## config.mk

```make
export PLATFORM = sky130hd
export DESIGN_NAME = fifo_key_frontend
export DESIGN_NICKNAME = d
export VERILOG_FILES = /design/src/rtl/fifo_key_frontend.sv
export SDC_FILE = /design/constraint.sdc
export NUM_CORES = 1
export LEC_CHECK = 0
export CAP_MARGIN = 20
export CORE_MARGIN = 2
export CORE_UTILIZATION = 55
export CTS_CLUSTER_SIZE = 25
export DETAILED_ROUTE_END_ITERATION = 10
export PLACE_DENSITY_LB_ADDON = 0.08
export REMOVE_ABC_BUFFERS = 1
export SLEW_MARGIN = 20
export SYNTH_ARGS = -nofsm -noshare
export SYNTH_HDL_FRONTEND = slang
export SYNTH_SLANG_ARGS = --single-unit
```

## constraint.sdc

```tcl
create_clock -name clock -period 2.35 [get_ports clock]
set_input_delay 0.5875 -clock clock [delete_from_list [all_inputs] [get_ports clock]]
set_output_delay 0.5875 -clock clock [all_outputs]
set_load 0.005 [all_outputs]
```

## src/rtl/fifo_key_frontend.sv

```systemverilog
// Push-button / switch front end for the 4-bit FIFO.
// Debounces keys, captures data and issues guarded strobes.

module fifo_key_frontend_debounce #(
   parameter int DEBOUNCE_CYCLES = 1000000,
   parameter int CNT_WIDTH       = 20
) (
   input  logic clock,
   input  logic reset,
   input  logic key_n,
   output logic press
);

   typedef enum logic [1:0] {
      RELEASED,
      PRESS_WAIT,
      PRESSED,
      RELEASE_WAIT
   } state_t;

   localparam logic [CNT_WIDTH-1:0] LAST = CNT_WIDTH'(DEBOUNCE_CYCLES - 1);

   state_t               state, state_nxt;
   logic [CNT_WIDTH-1:0] cnt, cnt_nxt;

   // state and stability counter
   always_ff @(posedge clock) begin
      if (reset) begin
         state <= RELEASED;
         cnt   <= '0;
      end else begin
         state <= state_nxt;
         cnt   <= cnt_nxt;
      end
   end

   // a level must hold for DEBOUNCE_CYCLES samples to be accepted
   always_comb begin
      state_nxt = state;
      cnt_nxt   = cnt;
      press     = 1'b0;
      unique case (state)
         RELEASED: begin
            if (!key_n) begin
               cnt_nxt   = '0;
               state_nxt = PRESS_WAIT;
            end
         end
         PRESS_WAIT: begin
            if (key_n) begin
               state_nxt = RELEASED;
            end else if (cnt == LAST) begin
               state_nxt = PRESSED;
               press     = 1'b1;
            end else begin
               cnt_nxt = cnt + CNT_WIDTH'(1);
            end
         end
         PRESSED: begin
            if (key_n) begin
               cnt_nxt   = '0;
               state_nxt = RELEASE_WAIT;
            end
         end
         RELEASE_WAIT: begin
            if (!key_n) begin
               state_nxt = PRESSED;
            end else if (cnt == LAST) begin
               state_nxt = RELEASED;
            end else begin
               cnt_nxt = cnt + CNT_WIDTH'(1);
            end
         end
         default: state_nxt = RELEASED;
      endcase
   end

endmodule

module fifo_key_frontend #(
   parameter int WIDTH           = 4,
   parameter int DEBOUNCE_CYCLES = 1000000,
   parameter int CNT_WIDTH       = 20,
   parameter int PULSE_CYCLES    = 1
) (
   input  logic             clock,
   input  logic             reset,
   input  logic             key_write_n,
   input  logic             key_read_n,
   input  logic [WIDTH-1:0] sw_data,
   input  logic             fifo_full,
   input  logic             fifo_empty,
   output logic             wr_en,
   output logic             rd_en,
   output logic [WIDTH-1:0] wr_data,
   output logic             overflow_flag,
   output logic             underflow_flag
);

   localparam int PW = $clog2(PULSE_CYCLES + 1);

   logic [1:0]       wk_sync;
   logic [1:0]       rk_sync;
   logic [WIDTH-1:0] sw_s1;
   logic [WIDTH-1:0] sw_s2;
   logic             w_ev;
   logic             r_ev;
   logic [PW-1:0]    wr_cnt;
   logic [PW-1:0]    rd_cnt;
   logic             wr_busy;
   logic             rd_busy;
   logic             wr_acc;
   logic             wr_blk;
   logic             rd_acc;
   logic             rd_blk;

   // two-flop synchronizers, idle level is released
   always_ff @(posedge clock) begin
      if (reset) begin
         wk_sync <= 2'b11;
         rk_sync <= 2'b11;
         sw_s1   <= '1;
         sw_s2   <= '1;
      end else begin
         wk_sync <= {wk_sync[0], key_write_n};
         rk_sync <= {rk_sync[0], key_read_n};
         sw_s1   <= sw_data;
         sw_s2   <= sw_s1;
      end
   end

   fifo_key_frontend_debounce #(
      .DEBOUNCE_CYCLES(DEBOUNCE_CYCLES),
      .CNT_WIDTH      (CNT_WIDTH)
   ) u_db_write (
      .clock(clock),
      .reset(reset),
      .key_n(wk_sync[1]),
      .press(w_ev)
   );

   fifo_key_frontend_debounce #(
      .DEBOUNCE_CYCLES(DEBOUNCE_CYCLES),
      .CNT_WIDTH      (CNT_WIDTH)
   ) u_db_read (
      .clock(clock),
      .reset(reset),
      .key_n(rk_sync[1]),
      .press(r_ev)
   );

   assign wr_busy = (wr_cnt != '0);
   assign rd_busy = (rd_cnt != '0);

   // events during an active strobe are dropped silently;
   // a read on empty is fine when a write lands alongside it
   assign wr_acc = w_ev & ~wr_busy & ~fifo_full;
   assign wr_blk = w_ev & ~wr_busy & fifo_full;
   assign rd_acc = r_ev & ~rd_busy & (~fifo_empty | wr_acc);
   assign rd_blk = r_ev & ~rd_busy & fifo_empty & ~wr_acc;

   // strobe counters, data capture and sticky error flags
   always_ff @(posedge clock) begin
      if (reset) begin
         wr_cnt         <= '0;
         rd_cnt         <= '0;
         wr_data        <= '0;
         overflow_flag  <= 1'b0;
         underflow_flag <= 1'b0;
      end else begin
         if (wr_acc) begin
            wr_cnt  <= PW'(PULSE_CYCLES);
            wr_data <= sw_s2;
         end else if (wr_busy) begin
            wr_cnt <= wr_cnt - PW'(1);
         end
         if (rd_acc) begin
            rd_cnt <= PW'(PULSE_CYCLES);
         end else if (rd_busy) begin
            rd_cnt <= rd_cnt - PW'(1);
         end
         if (wr_blk) overflow_flag <= 1'b1;
         if (rd_blk) underflow_flag <= 1'b1;
      end
   end

   assign wr_en = wr_busy;
   assign rd_en = rd_busy;

endmodule

```

* Word level (Yosys, flattened, before mapping)
Index checks and enable logic that the tools add are counted. Widths: inputs -> output; s select.
Word-level totals: bits in registers 64, output and inout port bits 8, memory bits (read-only) 0, word-level logic and storage cells 92, bits in latches 0, memories kept 0, bits in writable memories 0, input port bits 10
Operators by class: divide/modulo/power cells 0, bitwise gates (word level) 13, reduce and logical (&&, ||, !) cells 6, multiplexer cells 36, $lt $le $gt $ge 0, equal/unequal tests 20, add/sub/neg operators 4, shifts and indexed selects 0, $mul 0
Operator list (count):
- $mux 20 | 10
- $pmux 20 s4 | 2
- $add 20x1->20 const B | 2
- $eq 20x20->1 const B | 2
- $mux 2 | 12
- $ne 2x2->1 const B | 8
- $pmux 2 s4 | 2
- $reduce_and 4->1 | 4
- $ne 3x2->1 const B | 4
- $mux 1 | 10
- $eq 2x2->1 const B | 4
- $and 1x1->1 | 7
- $not 1->1 | 5
- $eq 2x1->1 const B | 2
- $logic_not 2->1 | 2
- $sub 1x1->1 const B | 2
- $or 1x1->1 | 1

* Longest topological paths before layout
depth after elaboration 9, mapped depth 8, mapped depth without buffers 6

* Cells and area by module
From an unflattened synthesis, not the netlist that was laid out.
Second synthesis, totals: cells, all modules 326, area, all modules 2972.9 sq um
Modules (own cells, without submodules):
- fifo_key_frontend_debounce (u_db_write) | area each 1163.6 sq um, sequential area each 440.4 sq um, cells an instance 136, instances 1
- fifo_key_frontend_debounce (u_db_read) | area each 1154.9 sq um, sequential area each 440.4 sq um, cells an instance 133, instances 1
- fifo_key_frontend | area each 654.4 sq um, sequential area each 400.4 sq um, cells an instance 57, instances 1

* Worst setup path before layout
Ideal clock, no wire load.
path type register to register, from register u_db_read.cnt[0], to register u_db_read.cnt[5], data required time 2.230 ns, data arrival time 2.018 ns, buffers on the path 2, period minus slack after synthesis 2.138 ns, setup time 0.120 ns, stages on the path, launching flop included 9, path slack 0.212 ns, cell sequence dfxtp_1 -> ha_1 -> and4_1 -> and2_0 -> and4_1 -> clkbuf_1 -> or2_2 -> buf_2 -> a211o_1
On the way: longest elaborated chain between the ends 4, elaborated cells between the ends (all ways) 6, those cells by class add/sub: 1; eq/ne: 1; mux: 4
Ends and longest elaborated chain:
- start, declared | line 24 | logic [CNT_WIDTH-1:0] cnt, cnt_nxt;
- start signal, assigned | line 33 | cnt <= cnt_nxt;
- $add 20x1->20 or $eq 20x20->1 (tied branches)
- $mux 20 (*) | line 52, 68
- $mux 20 (on tied branches) | line 66, 50
- $pmux 20 s4 (*) | line 42 | unique case (state)
Mark *: on every way between the ends. The rest lies on a longest branch, timed or not. The select of a mux whose other input is x is not followed. A chain may end at the register's enable or synchronous reset.

* Worst setup path after layout
from register u_db_write.cnt[10], to register u_db_write.cnt[17]
On the way: longest elaborated chain between the ends 4, elaborated cells between the ends (all ways) 6, those cells by class add/sub: 1; eq/ne: 1; mux: 4
Ends and longest elaborated chain (line):
- start, declared | 24
- start signal, assigned | 33
- $add 20x1->20 or $eq 20x20->1 (tied branches)
- $mux 20 (*) | 52, 68
- $mux 20 (on tied branches) | 66, 50
- $pmux 20 s4 (*) | 42
Marks and branches as above.

==> out/results.tsv <==
stage	metric	value	unit
timing	Worst slew margin	0.614	
timing	Max Clk Rate	0.469	GHz
synth	count of state elements after synthesis	64	
timing	Setup Skew	0.00907	ns
placed_design	instance area at placement	3510	um2
timing	Final Hold Fails	0	
global_route	number of antenna violations at the first check in global routing	0	
worst_setup_path	Worst Path Required	2.61	ns
drt	remaining number of nets flagged by the antenna check after routing	0	
power_and_ir_drop	overall power after layout	2.16	mW
global_route	global-route wire length before repair	12.1	mm
power_and_ir_drop	share of total power in sequential cells	0.509	
drt	Routed Wire Length	7.04	mm
clocking	number of clock sinks	64	
global_route	grt ovf	0	
power_and_ir_drop	peak ir drop on the vdd network	451	uV
clocking	# resized after CTS	0	
timing	pin slew with the least headroom to its limit	0.575	ns
synth	unique cell type count in the Yosys netlist	63	
worst_setup_path	Setup crit start kind	flip-flop	
synth	number of enable-type register cells in the synthesized netlist	0	
synth	biggest area consumer among synthesized cells	dfxtp_1	
drt	via count	2877	
global_route	total global-route track usage	0.241	
power_and_ir_drop	Sw Pwr	0.505	mW
worst_setup_path	worst endpoint data arrival time	2.40	ns
drt	post-detailed-route via-to-cell ratio	6.06	
power_and_ir_drop	Switching Share	0.233	
power_and_ir_drop	power per cell area	583	nW/um2
synth	synthesized area	3180	um2
die	count of pins on the block boundary	18	
worst_setup_path	path type of the worst setup path	flip-flop to flip-flop	
drt	number of detailed-route iterations in the first pass	5	
timing	final critical path time including I/O delays and setup	2.13	ns
die	area of the placeable core	5540	um2
cells_and_area	number of standard cells in the layout, taps in and fillers out	475	
power_and_ir_drop	clock network fraction of design power	0.451	
worst_setup_path	category of the worst setup path capture point	flip-flop	
drt	post-detailed-route wirelength per cell	14.8	um
synth	largest cells by area after synthesis	dfxtp_1 40%, nand2_1 3.4%, nand3_1 3.3%, nor2_1 3.0%, or2_2 2.8%	
worst_setup_path	slowest stage cell on the critical path	or4_4	
timing	share of the clock period used by the worst path after layout	0.908	
power_and_ir_drop	internal power contribution	1.66	mW
power_and_ir_drop	Comb power frac	0.040	
synth	ys flop type	dfxtp_1	
cells_and_area	nets	410	
cells_and_area	n_diodes	0	
synth	total number of yosys warnings	0	
cells_and_area	area growth from synthesis to layout	16.9	%
clocking	buffer type at the clock tree root	clkbuf_8	
placed_design	global placer's final weighted congestion	0.883	
clocking	H-tree levels	3	
cells_and_area	most common library cell in the layout ignoring fill and taps	dfxtp_1	
global_route	largest net degree at the start of global routing	29	
timing	total count of max-transition violations in the final report	0	
worst_setup_path	dominant delay contributor by cell family on the critical path	simple AND/OR/NAND/NOR gates	
clocking	CTS tree	built	
drt	drt drc	0	
timing	final-report setup violation count	0	
flow_run	max-cap violation count	0	
global_route	number of global-route vias before repair	2622	
status	status	completed	
worst_setup_path	Max FO, Critical Path	7	
synth	sequential area share after synthesis	0.403	
worst_setup_path	CP Buf/Inv Count	0	
clocking	count of hold buffers inserted by post-cts repair	0	
clocking	Clk Latency, worst-skew pair	0.34	ns
synth	cell count after synthesis	365	
worst_setup_path	worst stage delay on the critical path	0.55	ns
die	starting density of the core	0.573	
cells_and_area	ratio of cells with drive above 1 in the final layout	0.166	
timing	summed negative setup slack over all endpoints	0	ns
placed_design	# port buffers	17	
die	placement row count	27	
clocking	setup fix buffers added after clock tree synthesis	0	
die	DIE WIDTH	80.0	um
worst_hold_path	type of the tightest min-delay check	flip-flop to flip-flop	
die	die area	6400	um2
cells_and_area	top library cells by usage in the layout, fill and taps aside	64 x dfxtp_1, 29 x nand2_1, 25 x nor2_1, 24 x buf_4, 21 x nand3_1	
synth	mean cell area of the mapped netlist	8.70	um2
placed_design	placed wire-length estimate after detailed placement	4.85	mm
clocking	CTS Buf Count	9	
placed_design	placed cells	459	
synth	top-area cell type share of the netlist area	0.403	
clocking	buffer levels on the longest clock path	2	
drt	detailed router's first-iteration violation count	296	
worst_setup_path	Cell Chain, Critical Path	nand4_2, or2_1, or4_4, or4b_1, a31oi_1	
power_and_ir_drop	leakage power total	1.34	nW
die	die height	80.0	um
timing	RSZ-0062 raised after global routing	no	
cells_and_area	post-route cell area	3710	um2
clocking	clock transition at the registers of the reported paths	0.07	ns
synth	asr flop ratio synth	0	
synthesized netlist by cell type, types with 7 or more instances:
cell type and n:
nor4_1 8, nor2_1 25, clkbuf_1 8, mux2i_1 8, or2_2 14, nand3_1 21, o21ai_0 16, nand4_1 8
nand2_1 29, a21o_1 8, dfxtp_1 64, nor3_1 10, a31oi_1 9, a21oi_1 15, inv_1 9, or4_1 7
power by group through the flow:
stage	Sequential [mW]	Clock [mW]	Combinational, mW
after global routing	1.10	1.04	0.0958
after CTS	1.10	0.992	0.0872
final	1.10	0.975	0.0866
after global placement	1.13	0	0.0853
after floorplan	1.13	0	0.0339
after detailed placement	1.13	0	0.0869
sequential cells by signal (all words and copies together) (netlist names), named ones only:
| signal | flops |
|---|---|
| underflow_flag | 1 |
| wr_data | 4 |
| u_db_read.cnt | 20 |
| u_db_read.state | 1 |
| wr_en | 1 |
| sw_s1 | 4 |
| wk_sync | 2 |
| u_db_write.cnt | 20 |
| sw_s2 | 4 |
| u_db_write.state | 1 |
| rd_en | 1 |
| overflow_flag | 1 |
| rk_sync | 2 |
cell families (layout without fill, tap and decap cells):
group / count (synthesis) / after routing / share of synthesized area
compound gates: 82 / 82 / 0.172
xor+xnor: 7 / 7 / 0.0193
fa+ha+maj: 2 / 2 / 0.00788
buf+inv: 29 / 67 / 0.0512
flops: 64 / 64 / 0.403
mux: 11 / 11 / 0.0359
simple gates: 170 / 170 / 0.310
area by class of cell:
type                       instances  area (um2)
fill                             459        1830
multi-input combinational        272        1730
sequential                        64        1280
timing repair buffer              42         370
clock buffer                      10         138
tap                               72        90.1
clock inverter                     6        67.6
inverter                           9        33.8
worst paths after layout:
check,startpoint,to,slack (ns),cells after the start
hold / removal,sw_s1[3]$_SDFF_PP1_,sw_s2[3]$_SDFF_PP1_,0.41,1
setup / recovery,u_db_write.cnt[10]$_SDFFE_PP0P_,u_db_write.cnt[17]$_SDFFE_PP0P_,0.22,5
hold reg to reg,sw_s1[3]$_SDFF_PP1_,sw_s2[3]$_SDFF_PP1_,0.41,1
setup reg to reg,u_db_write.cnt[10]$_SDFFE_PP0P_,u_db_write.cnt[17]$_SDFFE_PP0P_,0.22,5
metal layers:
metal / global-route usage / wire length, um
met1: 0.334 / 3410
met2: 0.370 / 3290
met3: 0.0407 / 245
met4: 0.0983 / 90
met5: 0 / 0
per-stage QoR:
step	hold WS (ns)	util	worst slack, ns
CTS	0.409	0.670	0.224
global placement	0.392	0.633	0.182
floorplan	0.389	-	0.0464
detailed placement	0.393	0.633	0.155
finish	0.411	0.670	0.216
global route	0.424	0.670	0.0523
No activity file was read; power rests on OpenSTA's default activity.
